**src/rtl/div_unit_pkg.sv**
```systemverilog
// Shared constants and types for the sequential signed divider.
package div_unit_pkg;

  localparam int unsigned WIDTH = 32;
  localparam int unsigned ITER  = 32;
  localparam int unsigned CNT_W = 6;

  typedef enum logic [1:0] {
    S_IDLE = 2'd0,
    S_RUN  = 2'd1,
    S_FIX  = 2'd2,
    S_DONE = 2'd3
  } state_e;

  // Magnitude of a two's complement operand, widened so that |-2^31| is representable.
  function automatic logic [WIDTH:0] magnitude(input logic [WIDTH-1:0] x, input logic neg);
    magnitude = neg ? (-{x[WIDTH-1], x}) : {1'b0, x};
  endfunction

endpackage

```
**src/rtl/div_unit_if.sv**
```systemverilog
// Control-unit <-> divider handshake and operand/result bus.
// Div_Unsigned exists only when DIV_UNSIGNED_EN is defined.
interface div_unit_if #(
  parameter int unsigned WIDTH = div_unit_pkg::WIDTH
);

  logic             DivInit;
  logic [WIDTH-1:0] A_In;
  logic [WIDTH-1:0] B_In;
`ifdef DIV_UNSIGNED_EN
  logic             Div_Unsigned;
`endif
  logic [WIDTH-1:0] Hi;
  logic [WIDTH-1:0] Lo;
  logic             DivStop;
  logic             DivZero;
  logic             Div_Busy;

  modport master (
    output DivInit, A_In, B_In,
`ifdef DIV_UNSIGNED_EN
    output Div_Unsigned,
`endif
    input  Hi, Lo, DivStop, DivZero, Div_Busy
  );

  modport slave (
    input  DivInit, A_In, B_In,
`ifdef DIV_UNSIGNED_EN
    input  Div_Unsigned,
`endif
    output Hi, Lo, DivStop, DivZero, Div_Busy
  );

endinterface

```
**src/rtl/div_step.sv**
```systemverilog
// One restoring-division iteration: shift in the next dividend bit, subtract if it fits.
module div_step #(
  parameter int unsigned WIDTH = 32
) (
  input  logic [WIDTH:0] r,
  input  logic           dividend_msb,
  input  logic [WIDTH:0] divisor,
  output logic [WIDTH:0] next_r,
  output logic           q_bit
);

  logic [WIDTH:0] shifted;

  always_comb begin
    shifted = {r[WIDTH-1:0], dividend_msb};
    q_bit   = 1'b0;
    next_r  = shifted;
    if (shifted >= divisor) begin
      q_bit  = 1'b1;
      next_r = shifted - divisor;
    end
  end

endmodule

```
**src/rtl/div_unit.sv**
```systemverilog
// Sequential 32-bit signed divider (radix-2 restoring on magnitudes, then sign fix).
// Define DIV_UNSIGNED_EN to add the Div_Unsigned input for DIVU semantics.
module div_unit
  import div_unit_pkg::*;
(
  input  logic       clk,
  input  logic       Reset_In,
  div_unit_if.slave  bus
);

  state_e             state, state_d;
  logic [CNT_W-1:0]   cnt, cnt_d;
  logic [WIDTH-1:0]   dvd, dvd_d;
  logic [WIDTH:0]     dvs, dvs_d;
  logic [WIDTH:0]     rem, rem_d;
  logic [WIDTH-1:0]   quo, quo_d;
  logic               sign_q, sign_q_d;
  logic               sign_r, sign_r_d;
  logic [WIDTH-1:0]   hi_d, lo_d;
  logic               stop_d, zero_d, busy_d;

  logic [WIDTH:0]     step_r;
  logic               step_q;
  logic               uns;
  logic [WIDTH:0]     a_mag, b_mag;

`ifdef DIV_UNSIGNED_EN
  assign uns = bus.Div_Unsigned;
`else
  assign uns = 1'b0;
`endif

  assign a_mag = magnitude(bus.A_In, bus.A_In[WIDTH-1] & ~uns);
  assign b_mag = magnitude(bus.B_In, bus.B_In[WIDTH-1] & ~uns);

  div_step #(.WIDTH(WIDTH)) u_step (
    .r            (rem),
    .dividend_msb (dvd[WIDTH-1]),
    .divisor      (dvs),
    .next_r       (step_r),
    .q_bit        (step_q)
  );

  // State and datapath registers
  always_ff @(posedge clk or posedge Reset_In) begin
    if (Reset_In) begin
      state        <= S_IDLE;
      cnt          <= '0;
      dvd          <= '0;
      dvs          <= '0;
      rem          <= '0;
      quo          <= '0;
      sign_q       <= 1'b0;
      sign_r       <= 1'b0;
      bus.Hi       <= '0;
      bus.Lo       <= '0;
      bus.DivStop  <= 1'b0;
      bus.DivZero  <= 1'b0;
      bus.Div_Busy <= 1'b0;
    end else begin
      state        <= state_d;
      cnt          <= cnt_d;
      dvd          <= dvd_d;
      dvs          <= dvs_d;
      rem          <= rem_d;
      quo          <= quo_d;
      sign_q       <= sign_q_d;
      sign_r       <= sign_r_d;
      bus.Hi       <= hi_d;
      bus.Lo       <= lo_d;
      bus.DivStop  <= stop_d;
      bus.DivZero  <= zero_d;
      bus.Div_Busy <= busy_d;
    end
  end

  // Next-state and next-register values
  always_comb begin
    state_d  = state;
    cnt_d    = cnt;
    dvd_d    = dvd;
    dvs_d    = dvs;
    rem_d    = rem;
    quo_d    = quo;
    sign_q_d = sign_q;
    sign_r_d = sign_r;
    hi_d     = bus.Hi;
    lo_d     = bus.Lo;
    stop_d   = 1'b0;
    zero_d   = 1'b0;
    busy_d   = bus.Div_Busy;

    case (state)
      S_IDLE: begin
        busy_d = 1'b0;
        if (bus.DivInit) begin
          dvd_d    = a_mag[WIDTH-1:0];
          dvs_d    = b_mag;
          rem_d    = '0;
          quo_d    = '0;
          cnt_d    = '0;
          sign_q_d = (bus.A_In[WIDTH-1] ^ bus.B_In[WIDTH-1]) & ~uns;
          sign_r_d = bus.A_In[WIDTH-1] & ~uns;
          busy_d   = 1'b1;
          // A zero divisor skips straight to DONE and leaves Hi/Lo untouched.
          if (bus.B_In == '0) begin
            state_d = S_DONE;
            stop_d  = 1'b1;
            zero_d  = 1'b1;
          end else begin
            state_d = S_RUN;
          end
        end
      end

      S_RUN: begin
        rem_d = step_r;
        dvd_d = {dvd[WIDTH-2:0], 1'b0};
        quo_d = {quo[WIDTH-2:0], step_q};
        cnt_d = cnt + CNT_W'(1);
        if (cnt == CNT_W'(ITER - 1)) begin
          state_d = S_FIX;
        end
      end

      S_FIX: begin
        lo_d    = sign_q ? (-quo) : quo;
        hi_d    = sign_r ? (-rem[WIDTH-1:0]) : rem[WIDTH-1:0];
        stop_d  = 1'b1;
        state_d = S_DONE;
      end

      S_DONE: begin
        busy_d  = 1'b0;
        state_d = S_IDLE;
      end

      default: begin
        state_d = S_IDLE;
      end
    endcase
  end

endmodule

```
**src/flat_wrapper.sv**
```systemverilog
// flat-port wrapper written by rule: the top's interface ports become plain ports
module div_unit_flat import div_unit_pkg::*;
  (clk, Reset_In, bus_DivInit, bus_A_In, bus_B_In, bus_Hi, bus_Lo, bus_DivStop, bus_DivZero, bus_Div_Busy);
  div_unit_if bus_i ();
  input  logic clk;
  input  logic Reset_In;
  input wire logic [$bits(bus_i.DivInit)-1:0] bus_DivInit;
  input wire logic [$bits(bus_i.A_In)-1:0] bus_A_In;
  input wire logic [$bits(bus_i.B_In)-1:0] bus_B_In;
  output wire logic [$bits(bus_i.Hi)-1:0] bus_Hi;
  output wire logic [$bits(bus_i.Lo)-1:0] bus_Lo;
  output wire logic [$bits(bus_i.DivStop)-1:0] bus_DivStop;
  output wire logic [$bits(bus_i.DivZero)-1:0] bus_DivZero;
  output wire logic [$bits(bus_i.Div_Busy)-1:0] bus_Div_Busy;
  assign bus_i.DivInit = bus_DivInit;
  assign bus_i.A_In = bus_A_In;
  assign bus_i.B_In = bus_B_In;
  assign bus_Hi = bus_i.Hi;
  assign bus_Lo = bus_i.Lo;
  assign bus_DivStop = bus_i.DivStop;
  assign bus_DivZero = bus_i.DivZero;
  assign bus_Div_Busy = bus_i.Div_Busy;
  div_unit u_core (.clk(clk), .Reset_In(Reset_In), .bus(bus_i));
endmodule
```
**config.mk**
```make
export PLATFORM = sky130hd
export DESIGN_NAME = div_unit_flat
export DESIGN_NICKNAME = d
export VERILOG_FILES = /design/src/rtl/div_unit_pkg.sv /design/src/rtl/div_unit_if.sv /design/src/rtl/div_step.sv /design/src/rtl/div_unit.sv /design/src/flat_wrapper.sv
export SDC_FILE = /design/constraint.sdc
export NUM_CORES = 1
export LEC_CHECK = 0
export ABC_AREA = 1
export BUFFER_PORTS_ARGS = -buffer_cell sky130_fd_sc_hd__buf_2
export CORE_AREA = 5 5 176 178
export DETAILED_ROUTE_END_ITERATION = 16
export DIE_AREA = 0 0 181 183
export GPL_TIMING_DRIVEN = 0
export PLACE_DENSITY = 0.75
export SLEW_MARGIN = 10
export SYNTH_ARGS = -nofsm -noshare
export SYNTH_HDL_FRONTEND = slang
export SYNTH_SLANG_ARGS = --single-unit
```
**constraint.sdc**
```tcl
create_clock -name clk -period 17.15 [get_ports clk]
set_input_delay 0.8575 -clock clk [delete_from_list [all_inputs] [get_ports clk]]
set_output_delay 0.8575 -clock clk [all_outputs]
set_load 0.01 [all_outputs]
```
==> results of run 1 <==
==> final cells by class <==
cell class | count | area (um2) | share of cell area [%]
Tap cell | 390 | 488.0 | 3.003
Clock buffer | 24 | 568.0 | 3.496
Inverter | 282 | 1066 | 6.560
Sequential cell | 206 | 5155 | 31.72
Multi-Input combinational cell | 1570 | 7730 | 47.57
Timing Repair Buffer | 132 | 683.2 | 4.204
Buffer | 74 | 367.9 | 2.264
Clock inverter | 14 | 192.7 | 1.186
==> worst max path at each step <==
stage / depth (start not counted) / end / slack, ns / startpoint
2_1_floorplan: 1 / u_core.bus.DivStop$_DFF_PP0_ / 10.67 / Reset_In
4_1_cts: 7 / u_core.bus.DivStop$_DFF_PP0_ / 14.41 / u_core.state[0]$_DFFE_PP0P_
3_3_place_gp: 2 / u_core.dvs[28]$_DFFE_PP0P_ / 8.63 / Reset_In
6_report: 7 / u_core.bus.DivStop$_DFF_PP0_ / 14.39 / u_core.state[0]$_DFFE_PP0P_
3_5_place_dp: 14 / u_core.dvs[16]$_DFFE_PP0P_ / 14.26 / bus_B_In[0]
5_1_grt: 7 / u_core.bus.DivStop$_DFF_PP0_ / 14.22 / u_core.state[0]$_DFFE_PP0P_
==> routing by layer <==
| layer | part of all wire (%) | global-route usage, % | vias to the layer above |
|---|---|---|---|
| met4 | 2.2 | 5.764 | 0 |
| li1 | - | - | 7168 |
| met5 | 0 | 0 | - |
| met1 | 45 | 35.43 | 6662 |
| met2 | 46 | 42.07 | 499 |
| met3 | 6.9 | 2.757 | 60 |
==> layout by cell type (no fill, tap or decap), types with 5 or more instances in the layout <==
| cell | Yosys | final |
|---|---|---|
| clkinv_2 | 0 | 5 |
| nand2_1 | 650 | 650 |
| o21bai_1 | 5 | 5 |
| nor3_1 | 31 | 31 |
| a21oi_1 | 64 | 64 |
| o22ai_1 | 34 | 34 |
| nand3_2 | 5 | 5 |
| a31oi_1 | 21 | 21 |
| o21ai_1 | 7 | 7 |
| xnor2_1 | 18 | 18 |
| buf_6 | 10 | 10 |
| buf_2 | 5 | 136 |
| nand3b_1 | 16 | 16 |
| xor2_1 | 60 | 60 |
| inv_1 | 281 | 280 |
| nand2_2 | 10 | 10 |
| clkbuf_16 | 0 | 22 |
| clkbuf_1 | 54 | 55 |
| nor2_2 | 9 | 9 |
| o211ai_1 | 14 | 14 |
| ha_1 | 42 | 42 |
| o21ai_0 | 122 | 122 |
| nand3_1 | 199 | 199 |
| nand4_1 | 23 | 23 |
| and2_1 | 7 | 7 |
| nor2_1 | 209 | 209 |
| dfrtp_1 | 206 | 206 |
==> sequential cells by signal (all words and copies together) (netlist names) <==
name                 flops
u_core.bus.DivStop       1
u_core.bus.DivZero       1
u_core.bus.Div_Busy      1
u_core.bus.Hi           32
u_core.bus.Lo           32
u_core.cnt               6
u_core.dvd              32
u_core.dvs              33
u_core.quo              32
u_core.rem              32
u_core.sign_q            1
u_core.sign_r            1
u_core.state             2
==> worst max-delay path, stage by stage, from the launching register on <==
cell and delay [ns]:
dfrtp_1 0.39, inv_1 0.09, ha_1 0.19, clkbuf_1 0.27, inv_1 0.21, clkbuf_1 0.43
clkbuf_1 0.77, o21ai_0 0.22
==> power groups by stage <==
stage | registers, W | logic (W) | clock network (W)
6_report | 0.000860 | 0.00215 | 0.000501
5_1_grt | 0.000884 | 0.00242 | 0.000525
4_1_cts | 0.000855 | 0.00213 | 0.000508
3_5_place_dp | 0.000861 | 0.00212 | 0
3_3_place_gp | 0.000855 | 0.00208 | 0
2_1_floorplan | 0.000845 | 0.00152 | 0
==> cells by family after synthesis <==
kind of cell | synth area share [%]
simple gates | 34.60
buf+inv | 9.967
compound gates | 10.82
flops | 36.02
xor+xnor | 4.774
fa+ha+maj | 3.812
==> metrics by stage <==
stage / hold slack (ns) / setup WS [ns] / utilization, % / instance area [um2] / cells
after detailed placement: 0.4625 / 14.26 / 52.97 / 15490 / 2654
final: 0.4586 / 14.39 / 55.57 / 16250 / 2692
after CTS: 0.4780 / 14.41 / 55.57 / 16250 / 2692
after global placement: 0.4591 / 8.630 / 52.85 / 15450 / 2653
after global routing: 0.4869 / 14.22 / 55.57 / 16250 / 2692
after floorplan: 0.4436 / 10.67 / - / 14310 / 2132
==> summary.md, run 1 <==
| Metric | Value |
|---|---|
| Routed via count | `14390` |
| Internal power summed over all cells | `0.001726 W` |
| Count leader, synth | `nand2_1` |
| Post-synth ARST share | `100.0%` |
| Post-cts resize count | `0` |
| Clock insertion delay at the later pin of the skew report | `0.53 ns` |
| Initial core utilization | `48.94%` |
| Number of warnings reported in the yosys synthesis log | `0` |
| Layout Skew | `0.02023 ns` |
| Count of max-cap constraint violations | `0` |
| Cell area after synthesis | `14310 um2` |
| Achievable Freq | `362.7 MHz` |
| Pin count of the biggest net entering global routing | `122` |
| Total core area | `29240 um2` |
| Data required, critical path | `17.50 ns` |
| Max Transition Viols Final | `0` |
| Post-route minimum period | `2.757 ns` |
| Final net count | `2398` |
| CTS tree | `yes` |
| Final Hold Vio Count | `0` |
| Worst flop-to-flop path endpoint | `u_core.bus.DivStop$_DFF_PP0_` |
| Clock net sink count | `206` |
| Final Setup Violations | `0` |
| Crit path arrival time | `3.11 ns` |
| Post-synth top cells | `nand2_1 (650), inv_1 (281), nor2_1 (209), dfrtp_1 (206), nand3_1 (199)` |
| Average size of a mapped cell | `6.713 um2` |
| Seq cells post-synth | `206` |
| Cell at the root of the clock tree | `clkbuf_16` |
| Hold buffers post-CTS | `0` |
| Detailed placement HPWL | `33.52 mm` |
| Post-layout power | `0.003507 W` |
| Overall routing resource usage | `25.11%` |
| Setup TNS Final | `0 ns` |
| Sequential element share of the synthesized area | `36.02%` |
| Overall die height | `183 um` |
| Proportion of netlist area held by the largest area contributor | `36.02%` |
| WS Path Type | `reg2reg` |
| Post-route ant nets | `0` |
| Switching part of the total | `50.78%` |
| Initial antenna violation count | `1` |
| Count of port buffers added during placement | `131` |
| Worst-Margin Slew | `0.9525 ns` |
| Number of antenna diodes | `0` |
| Internal reg-to-reg setup slack | `14.39 ns` |
| Initial drt markers | `1204` |
| EDFF count, synth | `0` |
| Startpoint of the worst-slack reg-to-reg timing path | `u_core.state[0]$_DFFE_PP0P_` |
| Remaining global-route overflow | `0` |
| DR vias/cell | `5.345` |
| Layout filler cell count | `2911` |
| Gate count of the mapped netlist | `2132` |
| Biggest area contributors in the synthesized netlist | `dfrtp_1 (36%), nand2_1 (17%), inv_1 (7.4%)` |
| Post-CTS Repair Setup Buffers | `0` |
| Main flop type after synthesis | `dfrtp_1` |
| Proportion of layout cells with a drive suffix above 1 | `9.557%` |
| Final RePlAce weighted congestion | `0.9543` |
| Max-slew headroom | `36.50%` |
| Maximum clock path buffer count | `3` |
| Dominant cell type by area after synthesis | `dfrtp_1` |
| RSZ-0062 raised after global routing | `false` |
| Sequential share of power | `24.5%` |
| Ratio of total power to cell area | `215.8 nW/um2` |
| Reg clk slew, reported paths | `0.06 ns` |
| Number of top-level pins | `134` |
| CTS H-tree depth | `1` |
| Number of nets produced by synthesis | `2242` |
| Wire length of the first global-routing pass | `69.37 mm` |
| Final worst-path cycle share | `16.07%` |
| Min-delay worst type | `in2async` |
| Number of global-route vias before repair | `13690` |
| Die ar. | `33120 um2` |
| Remaining DRCs | `0` |
| Die width | `181 um` |
| Crit. End Element | `flip-flop` |
| Largest fanout of any net on the critical path | `10` |
| Growth of design area from synthesis to finish | `13.55%` |
| Proportion of power drawn by the clock network | `14.3%` |
| Number of clock buffers inserted by TritonCTS | `22` |
| Std cell rows | `63` |
| Static power due to leakage | `8.559 nW` |
| Outcome | `finished clean` |
| Part of the power in combinational logic | `61.2%` |
| Startpoint kind of the worst setup timing path | `flip-flop` |
| Detailed-routing iteration count for the pre-antenna-repair pass | `5` |
| Power dissipated by switching net loads | `0.001781 W` |
| R2R depth | `7` |
| Total Wirelength | `42.34 mm` |
| Number of library cell types mapped by synthesis | `43` |
| Peak supply drop | `101.0 uV` |
| Routed WL per cell | `15.73 um` |
Power figures use the tool's default switching activity.
==> run 2: changes to the inputs <==
- clock period: 17.15 -> 2.8 ns (I/O delays scaled with it)
==> summary.md, run 2 (synthesized netlist as in run 1, its figures left out) <==
| Metric | Value |
|---|---|
| Outcome | `finished clean (unchanged)` |
| Count of max-cap constraint violations | `0 (unchanged)` |
| Final Setup Violations | `0 (unchanged)` |
| Worst-Margin Slew | `0.7863 ns (was 0.9525 ns)` |
| Area of combinational cells with multiple inputs | `7730 um2 (unchanged)` |
| Reg area | `5155 um2 (unchanged)` |
| Static power due to leakage | `8.751 nW (was 8.559 nW)` |
| Cell at the root of the clock tree | `clkbuf_16 (unchanged)` |
| CTS H-tree depth | `1 (unchanged)` |
| Remaining global-route overflow | `0 (unchanged)` |
| Placed instance count | `2659 (was 2654)` |
| Final net count | `2443 (was 2398)` |
| DR vias/cell | `5.303 (was 5.345)` |
| Hold Path Stages | `3` |
| Pin count of the biggest net entering global routing | `41 (was 122)` |
| Crit. End Element | `flip-flop (unchanged)` |
| Reg with most FFs | `u_core.dvs (unchanged)` |
| Most common cell after layout, fill and taps aside | `nand2_1 (unchanged)` |
| Remaining DRCs | `0 (unchanged)` |
| Ratio of total power to cell area | `1283 nW/um2 (was 215.8 nW/um2)` |
| Data required, critical path | `3.26 ns (was 17.50 ns)` |
| Routed via count | `14520 (was 14390)` |
| Crit path arrival time | `3.06 ns (was 3.11 ns)` |
| Min-delay worst type | `in2reg (was in2async)` |
| Worst-path cell with the longest stage delay | `dfrtp_1 (was clkbuf_1)` |
| Number of global-route vias before repair | `13920 (was 13690)` |
| Count of port buffers added during placement | `131 (unchanged)` |
| Growth of design area from synthesis to finish | `16.75% (was 13.55%)` |
| R2R depth | `11 (was 7)` |
| Max-slew headroom | `47.58% (was 36.50%)` |
| Layout Skew | `0.01435 ns (was 0.02023 ns)` |
| Cell type with the highest occurrence count on the critical path | `nand2_1 (was clkbuf_1)` |
| Reg clk slew, reported paths | `0.06 ns (about the same)` |
| Final Hold Vio Count | `0 (unchanged)` |
| Number of clock buffers inserted by TritonCTS | `23 (was 22)` |
| Proportion of layout cells with a drive suffix above 1 | `9.455% (was 9.557%)` |
| Post-layout utilization of the core | `57.13% (was 55.57%)` |
| Overall die height | `183 um (unchanged)` |
| Routed WL per cell | `15.73 um (about the same)` |
| Layout filler cell count | `2831 (was 2911)` |
| Leading cell types in the layout, fill and taps excluded | `nand2_1 (650), inv_1 (280), nor2_1 (209) (unchanged)` |
| Initial drt markers | `1104 (was 1204)` |
| Final worst-path cycle share | `92.92% (was 16.07%)` |
| Final RePlAce weighted congestion | `0.9649 (was 0.9543)` |
| Clock net sink count | `206 (unchanged)` |
| Total Wirelength | `43.08 mm (was 42.34 mm)` |
| Cells along the critical path | `ha_1, nand2_1, nor2_1, nand2_1, nor4_2, nand2_2, nand2_2, nand2_1, nand2_1, nand2_1, nand2_1 (was inv_1, ha_1, clkbuf_1, inv_1, clkbuf_1, clkbuf_1, o21ai_0)` |
| Die ar. | `33120 um2 (unchanged)` |
| Total core area | `29240 um2 (unchanged)` |
| Wire length of the first global-routing pass | `70.57 mm (was 69.37 mm)` |
| Number of antenna diodes | `0 (unchanged)` |
| Largest fanout of any net on the critical path | `7 (was 10)` |
| Worst path max stage delay | `0.51 ns (was 0.77 ns)` |
| Max Transition Viols Final | `0 (unchanged)` |
| Achievable Freq | `384.4 MHz (was 362.7 MHz)` |
| Std cell rows | `63 (unchanged)` |
| Number of top-level pins | `134 (unchanged)` |
| Worst hold slack across all endpoints | `0.005068 ns (was 0.4586 ns)` |
| Clock insertion delay at the later pin of the skew report | `0.53 ns (about the same)` |
| Startpoint kind of the worst setup timing path | `flip-flop (unchanged)` |
| Peak supply drop | `642.4 uV (was 101.0 uV)` |
| CTS tree | `yes (unchanged)` |
| Initial antenna violation count | `0 (was 1)` |
| RSZ-0062 raised after global routing | `false (unchanged)` |
| Die width | `181 um (unchanged)` |
| Detailed placement HPWL | `34.23 mm (was 33.52 mm)` |
| Non-filler cells in the finished layout | `2738 (was 2692)` |
| Detailed-routing iteration count for the pre-antenna-repair pass | `5 (unchanged)` |
| WS Path Type | `reg2reg (unchanged)` |
| Post-route minimum period | `2.602 ns (was 2.757 ns)` |
| Initial core utilization | `48.94% (unchanged)` |
| Post-route ant nets | `0 (unchanged)` |
| Number of flip-flops in the largest register | `33 (unchanged)` |
| Maximum clock path buffer count | `3 (unchanged)` |
| Overall routing resource usage | `25.63% (was 25.11%)` |
-- run 2: cell types whose count changed in the layout (fill, tap and decap cells not counted) --
cell,delta
clkinv_2,-3
clkbuf_16,+1
bufinv_16,-3
inv_8,-1
clkbuf_2,+2
buf_12,+4
dlygate4sd3_1,+39
clkbuf_8,+2
clkinv_4,-1
clkinv_8,-1
clkbuf_1,+5
inv_16,+1
buf_16,+1
-- run 2: path summary, 6_finish.rpt --
check	from	slack, ns	end
max in group asynchronous	Reset_In	1.59	u_core.bus.Hi[30]$_DFFE_PP0P_
max reg2reg	u_core.rem[20]$_DFFE_PP0P_	0.20	u_core.rem[30]$_DFFE_PP0P_
max	u_core.rem[20]$_DFFE_PP0P_	0.20	u_core.rem[30]$_DFFE_PP0P_
min reg2reg	u_core.bus.Lo[16]$_DFFE_PP0P_	0.47	u_core.bus.Lo[16]$_DFFE_PP0P_
min	bus_B_In[11]	0.005	u_core.dvs[11]$_DFFE_PP0P_
min in group asynchronous	Reset_In	0.25	u_core.bus.Lo[11]$_DFFE_PP0P_
-- run 2: layout make-up --
| class | count | area share [%] |
|---|---|---|
| clock inverter | 6 | 0.4493 |
| tap | 390 | 2.920 |
| sequential | 206 | 30.85 |
| buffer | 74 | 2.217 |
| inverter | 282 | 6.358 |
| clock buffer | 34 | 3.872 |
| multi-input combinational | 1570 | 46.26 |
| timing repair buffer | 176 | 7.069 |
-- run 2: critical path: cells and delay by family (launching register included) --
| kind | cells | cell delay (ns) |
|---|---|---|
| adders and majority gates | 1 | 0.49 |
| DFF | 1 | 0.51 |
| and+or+nand+nor | 10 | 1.52 |
-- run 2: timing repair --
| item | in CTS | in global routing |
|---|---|---|
| buffers inserted | 0 | 0 |
| gates resized for setup | 0 | 5 |
| hold endpoints to repair | 62 | 0 |
| hold buffers | 39 | 0 |
| endpoints found under the setup margin | 0 | 20 |
-- run 2: layer usage --
metal	GRT usage, %	part of all wire [%]
met1	35.62	45
met2	42.40	45
met3	3.312	7.1
met4	7.535	3.1
met5	0	0
-- run 2: through the flow --
stage | cell area (um2) | setup slack, ns | power, W | TNS [ns]
6_report | 16710 | 0.1983 | 0.02143 | 0
5_1_grt | 16710 | 0.02172 | 0.02346 | 0
4_1_cts | 16710 | 0.02695 | 0.02133 | 0
3_5_place_dp | 15590 | 0.07939 | 0.01829 | 0
3_3_place_gp | 15460 | -1.161 | 0.01794 | -235.78
2_1_floorplan | 14320 | -0.01226 | 0.01451 | -2.525
-- run 2: power by group --
part,leakage (nW),internal [W],switching [W]
Sequential,2.63,0.00427,0.00101
Clock,0.346,0.00170,0.00120
Combinational,5.78,0.00452,0.00874
Total,8.75,0.0105,0.0109
==> run 3: changes to the inputs <==
- PLACE_DENSITY: 0.75 -> 0.78
==> summary.md, run 3 (synthesized netlist as in run 1, its figures left out) <==
| Metric | Value |
|---|---|
| Max-slew headroom | `46.18% (was 47.58%)` |
| Wire length of the first global-routing pass | `70.75 mm (was 70.57 mm)` |
| Final Hold Vio Count | `0 (unchanged)` |
| Post-route ant nets | `0 (unchanged)` |
| Achievable Freq | `380.3 MHz (was 384.4 MHz)` |
| Die width | `181 um (unchanged)` |
| Proportion of layout cells with a drive suffix above 1 | `9.595% (was 9.455%)` |
| Maximum clock path buffer count | `3 (unchanged)` |
| R2R depth | `10 (was 11)` |
| Cells along the critical path | `inv_1, ha_1, clkbuf_2, nand2_1, o21ai_1, inv_1, clkbuf_1, clkbuf_1, nand2_1, nand2_1 (was ha_1, nand2_1, nor2_1, nand2_1, nor4_2, nand2_2, nand2_2, nand2_1, nand2_1, nand2_1, nand2_1)` |
| Most common cell after layout, fill and taps aside | `nand2_1 (unchanged)` |
| Kind of cell adding the most delay to the critical path | `buffers and inverters (was simple AND/OR/NAND/NOR gates)` |
| Crit path to | `u_core.dvd[22]$_DFFE_PP0P_ (was u_core.rem[30]$_DFFE_PP0P_)` |
| Crit path buf inv count | `5 (was 0)` |
| Startpoint kind of the worst setup timing path | `flip-flop (unchanged)` |
| Startpoint of the worst-slack reg-to-reg timing path | `u_core.state[0]$_DFFE_PP0P_ (was u_core.rem[20]$_DFFE_PP0P_)` |
| Data required, critical path | `3.26 ns (about the same)` |
| Final worst-path cycle share | `93.91% (was 92.92%)` |
| Worst-Margin Slew | `0.8056 ns (was 0.7863 ns)` |
| Initial antenna violation count | `0 (unchanged)` |
| Layout filler cell count | `2790 (was 2831)` |
| Initial drt markers | `1179 (was 1104)` |
| Number of flip-flops in the largest register | `33 (unchanged)` |
| Remaining global-route overflow | `0 (unchanged)` |
| Post-layout utilization of the core | `57.07% (was 57.13%)` |
| Routed WL per cell | `15.84 um (was 15.73 um)` |
| RSZ-0062 raised after global routing | `false (unchanged)` |
| Detailed-routing iteration count for the pre-antenna-repair pass | `5 (unchanged)` |
| Std cell rows | `63 (unchanged)` |
| Layout Skew | `0.008415 ns (was 0.01435 ns)` |
| Reg clk slew, reported paths | `0.06 ns (about the same)` |
| Min-delay worst type | `in2reg (unchanged)` |
| Final net count | `2439 (was 2443)` |
| Final RePlAce weighted congestion | `0.9463 (was 0.9649)` |
| Routed via count | `14740 (was 14520)` |
| Total core area | `29240 um2 (unchanged)` |
| Number of antenna diodes | `0 (unchanged)` |
| WS Path Type | `reg2reg (unchanged)` |
| Final Setup Violations | `0 (unchanged)` |
| CTS tree | `yes (unchanged)` |
| Growth of design area from synthesis to finish | `16.63% (was 16.75%)` |
| Count of port buffers added during placement | `131 (unchanged)` |
| Cell at the root of the clock tree | `clkbuf_16 (unchanged)` |
| Cell type with the highest occurrence count on the critical path | `nand2_1 (unchanged)` |
| Number of global-route vias before repair | `13930 (was 13920)` |
| Peak supply drop | `556.3 uV (was 642.4 uV)` |
| Reg with most FFs | `u_core.dvs (unchanged)` |
| Number of cells on the critical path | `10 (was 11)` |
| Number of top-level pins | `134 (unchanged)` |
| Worst flop-to-flop path endpoint | `u_core.dvd[22]$_DFFE_PP0P_ (was u_core.rem[30]$_DFFE_PP0P_)` |
| Reg area | `5155 um2 (unchanged)` |
| Static power due to leakage | `8.744 nW (was 8.751 nW)` |
| Outcome | `finished clean (unchanged)` |
| Internal reg-to-reg setup slack | `0.17 ns (was 0.20 ns)` |
| DR vias/cell | `5.391 (was 5.303)` |
| Max Transition Viols Final | `0 (unchanged)` |
| Overall die height | `183 um (unchanged)` |
| Pin count of the biggest net entering global routing | `41 (unchanged)` |
| Crit. End Element | `flip-flop (unchanged)` |
| Worst path max stage delay | `0.54 ns (was 0.51 ns)` |
| Number of clock buffers inserted by TritonCTS | `23 (unchanged)` |
| Initial core utilization | `48.94% (unchanged)` |
| Place WS | `0.1354 ns (was 0.07939 ns)` |
| Crit path arrival time | `3.09 ns (was 3.06 ns)` |
| Detailed placement HPWL | `34.08 mm (was 34.23 mm)` |
| Largest fanout of any net on the critical path | `10 (was 7)` |
| Remaining DRCs | `0 (unchanged)` |
| Post-route minimum period | `2.630 ns (was 2.602 ns)` |
| Clock insertion delay at the later pin of the skew report | `0.53 ns (about the same)` |
| Area of combinational cells with multiple inputs | `7730 um2 (unchanged)` |
| Die ar. | `33120 um2 (unchanged)` |
| CTS H-tree depth | `1 (unchanged)` |
| Overall routing resource usage | `25.65% (was 25.63%)` |
| Leading cell types in the layout, fill and taps excluded | `nand2_1 (650), inv_1 (280), nor2_1 (209) (unchanged)` |
| Clock net sink count | `206 (unchanged)` |
| Total Wirelength | `43.33 mm (was 43.08 mm)` |
| Count of max-cap constraint violations | `0 (unchanged)` |
| Worst-path cell with the longest stage delay | `clkbuf_1 (was dfrtp_1)` |
| Worst setup margin | `0.1704 ns (was 0.1983 ns)` |
| Ratio of total power to cell area | `1297 nW/um2 (was 1283 nW/um2)` |
| CP Launch Point | `u_core.state[0]$_DFFE_PP0P_ (was u_core.rem[20]$_DFFE_PP0P_)` |
## run 3: cell count changes in the layout (fill, tap and decap cells not counted), sizes merged
| cell | previous run | this run |
|---|---|---|
| dlygate4sd3 | 39 | 36 |
| clkinvlp | 3 | 4 |
| buf | 156 | 155 |
| inv | 281 | 283 |
| clkbuf | 89 | 88 |
| clkinv | 3 | 2 |
## run 3: timing repair
action                                  4_1_cts  5_1_grt
endpoints found under the hold margin        65        0
gates resized for setup                       0        3
endpoints found under the setup margin        0        2
hold buffers                                 36        0
buffers inserted                              0        0
## run 3: power by group
| part | total (W) | internal [W] | switching (W) |
|---|---|---|---|
| sequential | 0.00528 | 0.00427 | 0.00101 |
| clock | 0.00305 | 0.00179 | 0.00126 |
| combinational | 0.0133 | 0.00451 | 0.00882 |
| total | 0.0217 | 0.0106 | 0.0111 |
## run 3: final cells by class
class                           count  share of cell area (%)
Multi-Input combinational cell   1570                   46.31
Timing Repair Buffer              172                   6.687
Buffer                             74                   2.211
Clock buffer                       33                   4.033
Clock inverter                      8                  0.5847
Sequential cell                   206                   30.88
Inverter                          282                   6.364
Tap cell                          390                   2.924
## run 3: per-layer routing
layer  global-route usage, %  up-vias  wire (um)  part of all wire, %
met4                   7.355        0       1273                  2.9
li1                        -     7245          -                    -
met3                   2.598       99       2993                  6.9
met2                   42.42      582      19650                   45
met1                   36.21     6818      19410                   45
met5                       0        -          0                    0
## run 3: worst min path at each step
stage                 startpoint  slack [ns]  cells past startpoint                           end
floorplan           bus_B_In[26]        0.30                      2    u_core.dvs[26]$_DFFE_PP0P_
global placement    bus_B_In[28]        0.44                      3    u_core.dvs[28]$_DFFE_PP0P_
detailed placement      Reset_In        0.33                      2  u_core.bus.Lo[8]$_DFFE_PP0P_
CTS                 bus_B_In[10]      0.0008                      3    u_core.dvs[10]$_DFFE_PP0P_
global route        bus_B_In[10]        0.02                      3    u_core.dvs[10]$_DFFE_PP0P_
finish              bus_B_In[10]        0.01                      3    u_core.dvs[10]$_DFFE_PP0P_
## run 3: through the flow
stage / power, W / area [um2] / instances / setup TNS, ns / hold WS [ns]
finish: 0.02165 / 16690 / 2735 / 0 / 0.009981
CTS: 0.02150 / 16690 / 2735 / 0 / 0.0008301
global route: 0.02358 / 16690 / 2735 / 0 / 0.02386
detailed placement: 0.01832 / 15560 / 2658 / 0 / 0.3315
floorplan: 0.01451 / 14320 / 2132 / -2.525 / 0.2974
global placement: 0.01795 / 15460 / 2653 / -233.49 / 0.4423
## run 3: worst register-to-register path: stages, from the launching register on
cell	delay, ns
dfrtp_1	0.38
inv_1	0.08
ha_1	0.19
clkbuf_2	0.19
nand2_1	0.12
o21ai_1	0.11
inv_1	0.19
clkbuf_1	0.54
clkbuf_1	0.54
nand2_1	0.12
nand2_1	0.10
